==> src/rtl/frame_capture_pkg.sv <==
// rtl/frame_capture_pkg.sv - shared types, state encodings and frame sizing helper for frame_capture_ctrl
package frame_capture_pkg;

    typedef logic [7:0] rgb332_t;

    // Encodings are fixed so that state values stay readable in existing waveforms and scripts.
    typedef logic [2:0] fc_state_t;
    localparam fc_state_t ST_IDLE      = 3'd0;
    localparam fc_state_t ST_WAIT_SOF  = 3'd1;
    localparam fc_state_t ST_SKIP      = 3'd2;
    localparam fc_state_t ST_WAIT_SOF2 = 3'd3;
    localparam fc_state_t ST_CAPTURE   = 3'd4;
    localparam fc_state_t ST_DONE      = 3'd5;

    localparam int DEF_H_PIX    = 640;
    localparam int DEF_V_PIX    = 240;
    localparam int FRAME_PIXELS = DEF_H_PIX * DEF_V_PIX;

    function automatic int frame_pixels(input int h_pix, input int v_pix);
        return h_pix * v_pix;
    endfunction

endpackage

==> src/rtl/fc_read_addr.sv <==
// rtl/fc_read_addr.sv - registered display coordinate to buffer read address stage
// Ports:
//   clk, resetn          pixel clock, asynchronous active-low reset
//   done                 buffer holds a complete frame
//   rd_x, rd_y           display coordinates
//   buf_raddr, rd_valid  read address and validity, one cycle after rd_x/rd_y
module fc_read_addr #(
    parameter int H_PIX  = 640,
    parameter int V_PIX  = 240,
    parameter int ADDR_W = 18
) (
    input  logic              clk,
    input  logic              resetn,
    input  logic              done,
    input  logic [9:0]        rd_x,
    input  logic [9:0]        rd_y,
    output logic [ADDR_W-1:0] buf_raddr,
    output logic              rd_valid
);

    logic              in_range;
    logic [ADDR_W-1:0] raddr_d;
    logic [ADDR_W-1:0] raddr_q;
    logic              valid_q;

    assign in_range = (32'(rd_x) < H_PIX) && (32'(rd_y) < V_PIX);

    // Unsigned row-major address, deliberately computed modulo 2^ADDR_W.
    assign raddr_d = in_range ? (ADDR_W'(rd_y) * ADDR_W'(H_PIX) + ADDR_W'(rd_x)) : '0;

    always_ff @(posedge clk or negedge resetn) begin
        if (!resetn) begin
            raddr_q <= '0;
            valid_q <= 1'b0;
        end else begin
            raddr_q <= raddr_d;
            valid_q <= done & in_range;
        end
    end

    assign buf_raddr = raddr_q;
    assign rd_valid  = valid_q;

endmodule

==> src/rtl/frame_capture_ctrl.sv <==
// rtl/frame_capture_ctrl.sv - arms, skips warm-up frames and captures one RGB332 frame into the buffer
// Optional feature macro: FRAME_CAPTURE_LINE_ALIGN_EN (line_start snaps writes to the next buffer row).
// Ports:
//   clk, resetn                         pixel clock, asynchronous active-low reset
//   arm                                 capture request pulse
//   frame_start, frame_end, line_start  CSI-2 short packet pulses
//   pix_valid, pix_data                 pixel strobe and RGB332 data
//   rd_x, rd_y                          display coordinates
//   buf_we, buf_waddr, buf_wdata        buffer write port
//   buf_raddr, rd_valid                 buffer read address and validity
//   busy, done, short_frame             status
module frame_capture_ctrl
    import frame_capture_pkg::*;
#(
    parameter int H_PIX       = DEF_H_PIX,
    parameter int V_PIX       = DEF_V_PIX,
    parameter int ADDR_W      = 18,
    parameter int SKIP_FRAMES = 4
) (
    input  logic              clk,
    input  logic              resetn,
    input  logic              arm,
    input  logic              frame_start,
    input  logic              frame_end,
    input  logic              line_start,
    input  logic              pix_valid,
    input  logic [7:0]        pix_data,
    input  logic [9:0]        rd_x,
    input  logic [9:0]        rd_y,
    output logic              buf_we,
    output logic [ADDR_W-1:0] buf_waddr,
    output logic [7:0]        buf_wdata,
    output logic [ADDR_W-1:0] buf_raddr,
    output logic              rd_valid,
    output logic              busy,
    output logic              done,
    output logic              short_frame
);

    // One extra bit so the counter can sit at FRAME_PIX without wrapping.
    localparam int              CNT_W     = ADDR_W + 1;
    localparam logic [CNT_W-1:0] FRAME_PIX = CNT_W'(frame_pixels(H_PIX, V_PIX));
    localparam int              SKIP_W    = $clog2(SKIP_FRAMES + 1) + 1;

    fc_state_t         state_q, state_d;
    logic [CNT_W-1:0]  count_q, count_d;
    logic [SKIP_W-1:0] skip_q, skip_d;
    logic              done_q, done_d;
    logic              short_q, short_d;
    logic              we_q, we_d;
    logic [ADDR_W-1:0] waddr_q, waddr_d;
    rgb332_t           wdata_q, wdata_d;
    logic              accept;

`ifdef FRAME_CAPTURE_LINE_ALIGN_EN
    localparam int    COL_W = $clog2(H_PIX + 1);
    logic [COL_W-1:0] col_q, col_d;
`else
    logic unused_line_start;
    assign unused_line_start = line_start;
`endif

    always_comb begin
        state_d = state_q;
        count_d = count_q;
        skip_d  = skip_q;
        done_d  = done_q;
        short_d = short_q;
        we_d    = 1'b0;
        waddr_d = waddr_q;
        wdata_d = wdata_q;
        accept  = 1'b0;
`ifdef FRAME_CAPTURE_LINE_ALIGN_EN
        col_d   = col_q;
`endif
        case (state_q)
            ST_IDLE: begin
                if (arm) begin
                    state_d = ST_WAIT_SOF;
                    done_d  = 1'b0;
                    short_d = 1'b0;
                    skip_d  = '0;
                end
            end
            ST_WAIT_SOF: begin
                if (frame_start) begin
                    if (SKIP_FRAMES > 0) begin
                        state_d = ST_SKIP;
                    end else begin
                        state_d = ST_CAPTURE;
                        count_d = '0;
`ifdef FRAME_CAPTURE_LINE_ALIGN_EN
                        col_d   = '0;
`endif
                    end
                end
            end
            ST_SKIP: begin
                if (frame_end) begin
                    skip_d = skip_q + 1'b1;
                    if (skip_q + 1'b1 == SKIP_W'(SKIP_FRAMES)) begin
                        state_d = ST_WAIT_SOF2;
                    end
                end
            end
            ST_WAIT_SOF2: begin
                if (frame_start) begin
                    state_d = ST_CAPTURE;
                    count_d = '0;
`ifdef FRAME_CAPTURE_LINE_ALIGN_EN
                    col_d   = '0;
`endif
                end
            end
            ST_CAPTURE: begin
                // A fresh frame_start abandons the partial frame; otherwise a
                // line_start rounds the counter up to the next row boundary.
                if (frame_start) begin
                    count_d = '0;
`ifdef FRAME_CAPTURE_LINE_ALIGN_EN
                    col_d   = '0;
                end else if (line_start) begin
                    // col_q == 0 means already aligned (or just entered); col_q == H_PIX adds zero.
                    if (col_q != '0) begin
                        count_d = count_q + CNT_W'(H_PIX) - CNT_W'(col_q);
                    end
                    col_d = '0;
`endif
                end
`ifdef FRAME_CAPTURE_LINE_ALIGN_EN
                accept = pix_valid && (count_d < FRAME_PIX) && (32'(col_d) < H_PIX);
`else
                accept = pix_valid && (count_d < FRAME_PIX);
`endif
                if (accept) begin
                    we_d    = 1'b1;
                    waddr_d = count_d[ADDR_W-1:0];
                    wdata_d = pix_data;
                    count_d = count_d + 1'b1;
`ifdef FRAME_CAPTURE_LINE_ALIGN_EN
                    col_d   = col_d + 1'b1;
`endif
                end
                // The coincident pixel above is already counted before the short check.
                if (frame_end) begin
                    state_d = ST_DONE;
                    done_d  = 1'b1;
                    if (count_d < FRAME_PIX) begin
                        short_d = 1'b1;
                    end
                end
            end
            ST_DONE: begin
                state_d = ST_IDLE;
            end
            default: begin
                state_d = ST_IDLE;
            end
        endcase
    end

    always_ff @(posedge clk or negedge resetn) begin
        if (!resetn) begin
            state_q <= ST_IDLE;
            count_q <= '0;
            skip_q  <= '0;
            done_q  <= 1'b0;
            short_q <= 1'b0;
            we_q    <= 1'b0;
            waddr_q <= '0;
            wdata_q <= '0;
`ifdef FRAME_CAPTURE_LINE_ALIGN_EN
            col_q   <= '0;
`endif
        end else begin
            state_q <= state_d;
            count_q <= count_d;
            skip_q  <= skip_d;
            done_q  <= done_d;
            short_q <= short_d;
            we_q    <= we_d;
            waddr_q <= waddr_d;
            wdata_q <= wdata_d;
`ifdef FRAME_CAPTURE_LINE_ALIGN_EN
            col_q   <= col_d;
`endif
        end
    end

    assign buf_we      = we_q;
    assign buf_waddr   = waddr_q;
    assign buf_wdata   = wdata_q;
    assign done        = done_q;
    assign short_frame = short_q;
    assign busy        = (state_q == ST_WAIT_SOF) || (state_q == ST_SKIP) ||
                         (state_q == ST_WAIT_SOF2) || (state_q == ST_CAPTURE);

    fc_read_addr #(
        .H_PIX  (H_PIX),
        .V_PIX  (V_PIX),
        .ADDR_W (ADDR_W)
    ) u_read_addr (
        .clk       (clk),
        .resetn    (resetn),
        .done      (done_q),
        .rd_x      (rd_x),
        .rd_y      (rd_y),
        .buf_raddr (buf_raddr),
        .rd_valid  (rd_valid)
    );

endmodule

==> config.mk <==
export PLATFORM = sky130hd
export DESIGN_NAME = frame_capture_ctrl
export DESIGN_NICKNAME = d
export VERILOG_FILES = /design/src/rtl/frame_capture_pkg.sv /design/src/rtl/fc_read_addr.sv /design/src/rtl/frame_capture_ctrl.sv
export SDC_FILE = /design/constraint.sdc
export NUM_CORES = 1
export LEC_CHECK = 0
export ABC_AREA = 1
export CAP_MARGIN = 20
export CORE_AREA = 5 5 115 117
export DETAILED_ROUTE_END_ITERATION = 8
export DIE_AREA = 0 0 120 122
export PLACE_DENSITY_LB_ADDON = 0.05
export SYNTH_ARGS = -nofsm -noshare
export SYNTH_HDL_FRONTEND = slang
export SYNTH_SLANG_ARGS = --single-unit
==> constraint.sdc <==
create_clock -name clk -period 2.4 [get_ports clk]
set_input_delay 0.24 -clock clk [delete_from_list [all_inputs] [get_ports clk]]
set_output_delay 0.24 -clock clk [all_outputs]
set_load 0.01 [all_outputs]
==> metrics.md <==
| Metric | Value |
|---|---|
| DIE WIDTH | `120 µm` |
| Final net count | `700` |
| Data arrival, critical path | `2.53 ns` |
| Final setup vio count | `0` |
| Switch Pwr | `1760 µW` |
| Crit path to | `u_read_addr.buf_raddr[17]$_DFF_PN0_` |
| Post-synthesis mux area share | `0%` |
| HPWL Detailed | `7950 µm` |
| IO Port Bufs | `82` |
| WHS | `0.399 ns` |
| Synth Instances | `501` |
| Antenna Nets Post-Route | `0` |
| Detailed Route Iter0 Violations | `130` |
| Worst setup path startpoint | `rd_y[1]` |
| Placed Area | `0.00556 mm²` |
| Post-synth top flop | `dfrtp_1` |
| Synth Area in Compound Gates | `9.64%` |
| Mapped Nets | `559` |
| Ports | `84` |
| Final Hold Fails | `0` |
| Post-synthesis xor/xnor area fraction | `3.58%` |
| Via Count | `3698` |
| Reg clk slew, reported paths | `0.06 ns` |
| Global-route wire length before repair | `17400 µm` |
| Htree depth | `3` |
| Initial core utilization | `33.9%` |
| Number of flops mapped to enable cells by yosys | `0` |
| Critical R2R Capture | `short_frame$_DFFE_PN0P_` |
| CTS Root Cell | `clkbuf_16` |
| Combinational Power Share | `37.6%` |
| Die Span Y | `122 µm` |
| Avg Synthesized Cell Area | `8.29 µm²` |
| FF-to-FF setup slack | `0.28 ns` |
| # DRC | `0` |
| Async SR Flop Fraction | `100%` |
| Period utilization | `94.3%` |
| Worst r2r path cells | `20` |
| Post-Synth Simple-Gate Area | `27.6%` |
| Ys Warns | `0` |
| Max capacitance violation total | `0` |
| HP Class | `primary input to async pin` |
| Vias/cell | `4.63` |
| Core Region | `0.0123 mm²` |
| Peak Freq | `442 MHz` |
| Number of synthesized register bits | `74` |
| GR Overflow Total | `0` |
| Final worst path period need | `2.26 ns` |
| Max_slew headroom | `70.9%` |
| Clock Power Share | `27.9%` |
| Clock sink count | `74` |
| RePlAce Congestion | `0.860` |
| Post-synth cell types | `42` |
| Sw Share | `34.2%` |
| Post-synthesis adder-cell area fraction | `7.29%` |
| R2R Path Start | `count_q[0]$_DFFE_PN0P_` |
| Num CTS Buffers | `9` |
| Area Overhead vs Synth | `43.7%` |
| Detail-routed net length per standard cell | `13.1 µm` |
| # rows | `41` |
| Largest family of logic cells by synthesized area | `simple AND/OR/NAND/NOR gates` |
| Outcome | `finished clean` |
| Clock Skew | `0.00624 ns` |
| Post-route cell area | `0.00597 mm²` |
| Worst-Margin Slew | `0.436 ns` |
| Vias in the first global route | `3642` |
| Crit-path max FO | `3` |
| WL final | `10400 µm` |
| Part of the power in registers | `34.6%` |
| Largest net degree at the start of global routing | `43` |
| Worst setup EP type | `flip-flop` |
| Final Core Density | `48.7%` |
| Final slew viol count | `0` |
| CTS max path bufs | `2` |
| Overall Global Routing Usage | `14.8%` |
| CP Class | `primary input to flip-flop` |
| Pint | `3400 µW` |
| Maximum vdd drop | `291 µV` |
| CTS tree | `done` |
| Full die area | `0.0146 mm²` |
| RSZ-0062 raised after global routing | `yes` |
| Synth Cell Area | `0.00415 mm²` |
| Initial antenna violation count | `1` |
| Power, Total | `5160 µW` |
| Layout cells sized above 1 | `19.0%` |
| Startpoint types | `primary input` |
| Leak | `0.00289 µW` |
| Clk_lat worst skew | `0.33 ns` |
| CP required | `2.67 ns` |
| Drt first pass iters | `4` |
| Sequential-to-total area share from yosys stat | `44.6%` |
| PwrDens | `865 mW/mm²` |
## power groups by stage
stage,registers [µW],logic [µW],clock network [µW]
2_1_floorplan,1850,923,0
3_3_place_gp,1800,1910,0
3_5_place_dp,1800,1930,0
4_1_cts,1790,1940,1490
5_1_grt,1830,2180,1530
6_report,1780,1940,1440
## state kept, by name, indices dropped and copies added (netlist names)
signal                 flops
count_q                   19
buf_waddr                 18
u_read_addr.buf_raddr     18
buf_wdata                  8
skip_q                     4
state_q                    3
buf_we                     1
done                       1
short_frame                1
u_read_addr.rd_valid       1
## cells in the final DEF, fill, tap and decap left out, types with 2 or more instances in the layout
cell type        Yosys  routed
nand2_1            133     130
clkdlybuf4s50_1      0      80
dfrtp_1             74      74
buf_4                0      55
inv_1               54      54
nor2_1              43      39
o21ai_0             37      34
nand3_1             33      32
ha_1                21      19
a21oi_1             13      11
xor2_1              11      11
nor2_2               6       9
clkbuf_16            0       9
nand2_4              7       7
nand2_2              4       7
xnor2_1              6       6
nand4_1              6       6
nor2_4               5       6
o21ai_1              1       4
nor3_1               5       4
nor3b_1              4       4
buf_12               1       4
inv_2                3       3
o21bai_1             3       3
a21oi_2              0       2
o21ai_2              2       2
nand3_2              1       2
clkinv_1             2       2
o31ai_1              2       2
bufinv_16            0       2
clkinv_2             0       2
clkinvlp_4           0       2
## worst max-delay path, cell delays in order
cell	delay, ns
clkdlybuf4s50_1	0.42
ha_1	0.31
ha_2	0.20
fa_2	0.51
inv_1	0.07
nor2_2	0.12
nand2_2	0.07
nor2_2	0.10
nand2_1	0.07
nor2_2	0.09
nand2_1	0.08
a21oi_1	0.12
o21a_1	0.13
## cells by family after synthesis
group	count (synthesis)
AOI/OAI and AO/OA	68
xor gates and xnor gates	17
adders and majority gates	23
buffers and inverters	71
DFF	74
and+or+nand+nor	248
## how the worst min path moves through the flow
stage,startpoint,endpoint,depth (start not counted)
2_1_floorplan,resetn,buf_waddr[0]$_DFFE_PN0P_,0
6_report,resetn,buf_wdata[7]$_DFFE_PN0P_,2
3_3_place_gp,resetn,buf_we$_DFF_PN0_,1
4_1_cts,rd_x[3],u_read_addr.buf_raddr[3]$_DFF_PN0_,3
5_1_grt,rd_x[3],u_read_addr.buf_raddr[3]$_DFF_PN0_,3
3_5_place_dp,resetn,buf_we$_DFF_PN0_,1
## synth_stat cells (2+ instances only)
| master | number | area (µm²) |
|---|---|---|
| a21oi_1 | 13 | 65.1 |
| buf_6 | 2 | 22.5 |
| clkbuf_1 | 6 | 22.5 |
| clkinv_1 | 2 | 7.51 |
| dfrtp_1 | 74 | 1850 |
| fa_1 | 2 | 40.0 |
| ha_1 | 21 | 263 |
| inv_1 | 54 | 203 |
| inv_2 | 3 | 11.3 |
| nand2_1 | 133 | 499 |
| nand2_2 | 4 | 25.0 |
| nand2_4 | 7 | 78.8 |
| nand3_1 | 33 | 165 |
| nand4_1 | 6 | 37.5 |
| nor2_1 | 43 | 161 |
| nor2_2 | 6 | 37.5 |
| nor2_4 | 5 | 56.3 |
| nor3_1 | 5 | 25.0 |
| nor3b_1 | 4 | 30.0 |
| o21ai_0 | 37 | 185 |
| o21ai_2 | 2 | 17.5 |
| o21bai_1 | 3 | 22.5 |
| o31ai_1 | 2 | 15.0 |
| xnor2_1 | 6 | 52.6 |
| xor2_1 | 11 | 96.3 |
## metrics by stage
stage | setup TNS (ns) | worst slack [ns] | instances
floorplan | 0 | 0.235 | 501
global placement | -2.26 | -0.295 | 779
detailed placement | -3.90 | -0.330 | 779
CTS | 0 | 0.0253 | 796
global route | -0.0180 | -0.00945 | 798
finish | 0 | 0.136 | 798
## cell type report
class | count | area (µm²)
Antenna cell | 1 | 2.50
Sequential cell | 74 | 1850
Multi-Input combinational cell | 356 | 2060
Inverter | 60 | 230
Tap cell | 150 | 188
Timing Repair Buffer | 141 | 1320
Clock buffer | 9 | 225
Fill cell | 1204 | 6290
Clock inverter | 7 | 93.8
## timing repair
| action | CTS | global route |
|---|---|---|
| endpoints found under the hold margin | 32 | 0 |
| resized for setup | 0 | 20 |
| setup buffers | 0 | 1 |
| hold buffers | 1 | 0 |
| endpoints found under the setup margin | 0 | 6 |
## routing by layer
metal,vias to the layer above,GRT usage (%),wire length (µm)
li1,1893,-,-
met1,1728,18.6,4780
met2,64,25.4,5090
met3,13,2.41,376
met4,0,6.23,205
met5,-,0,0
Note: power is estimated with default switching activity, not from simulation.
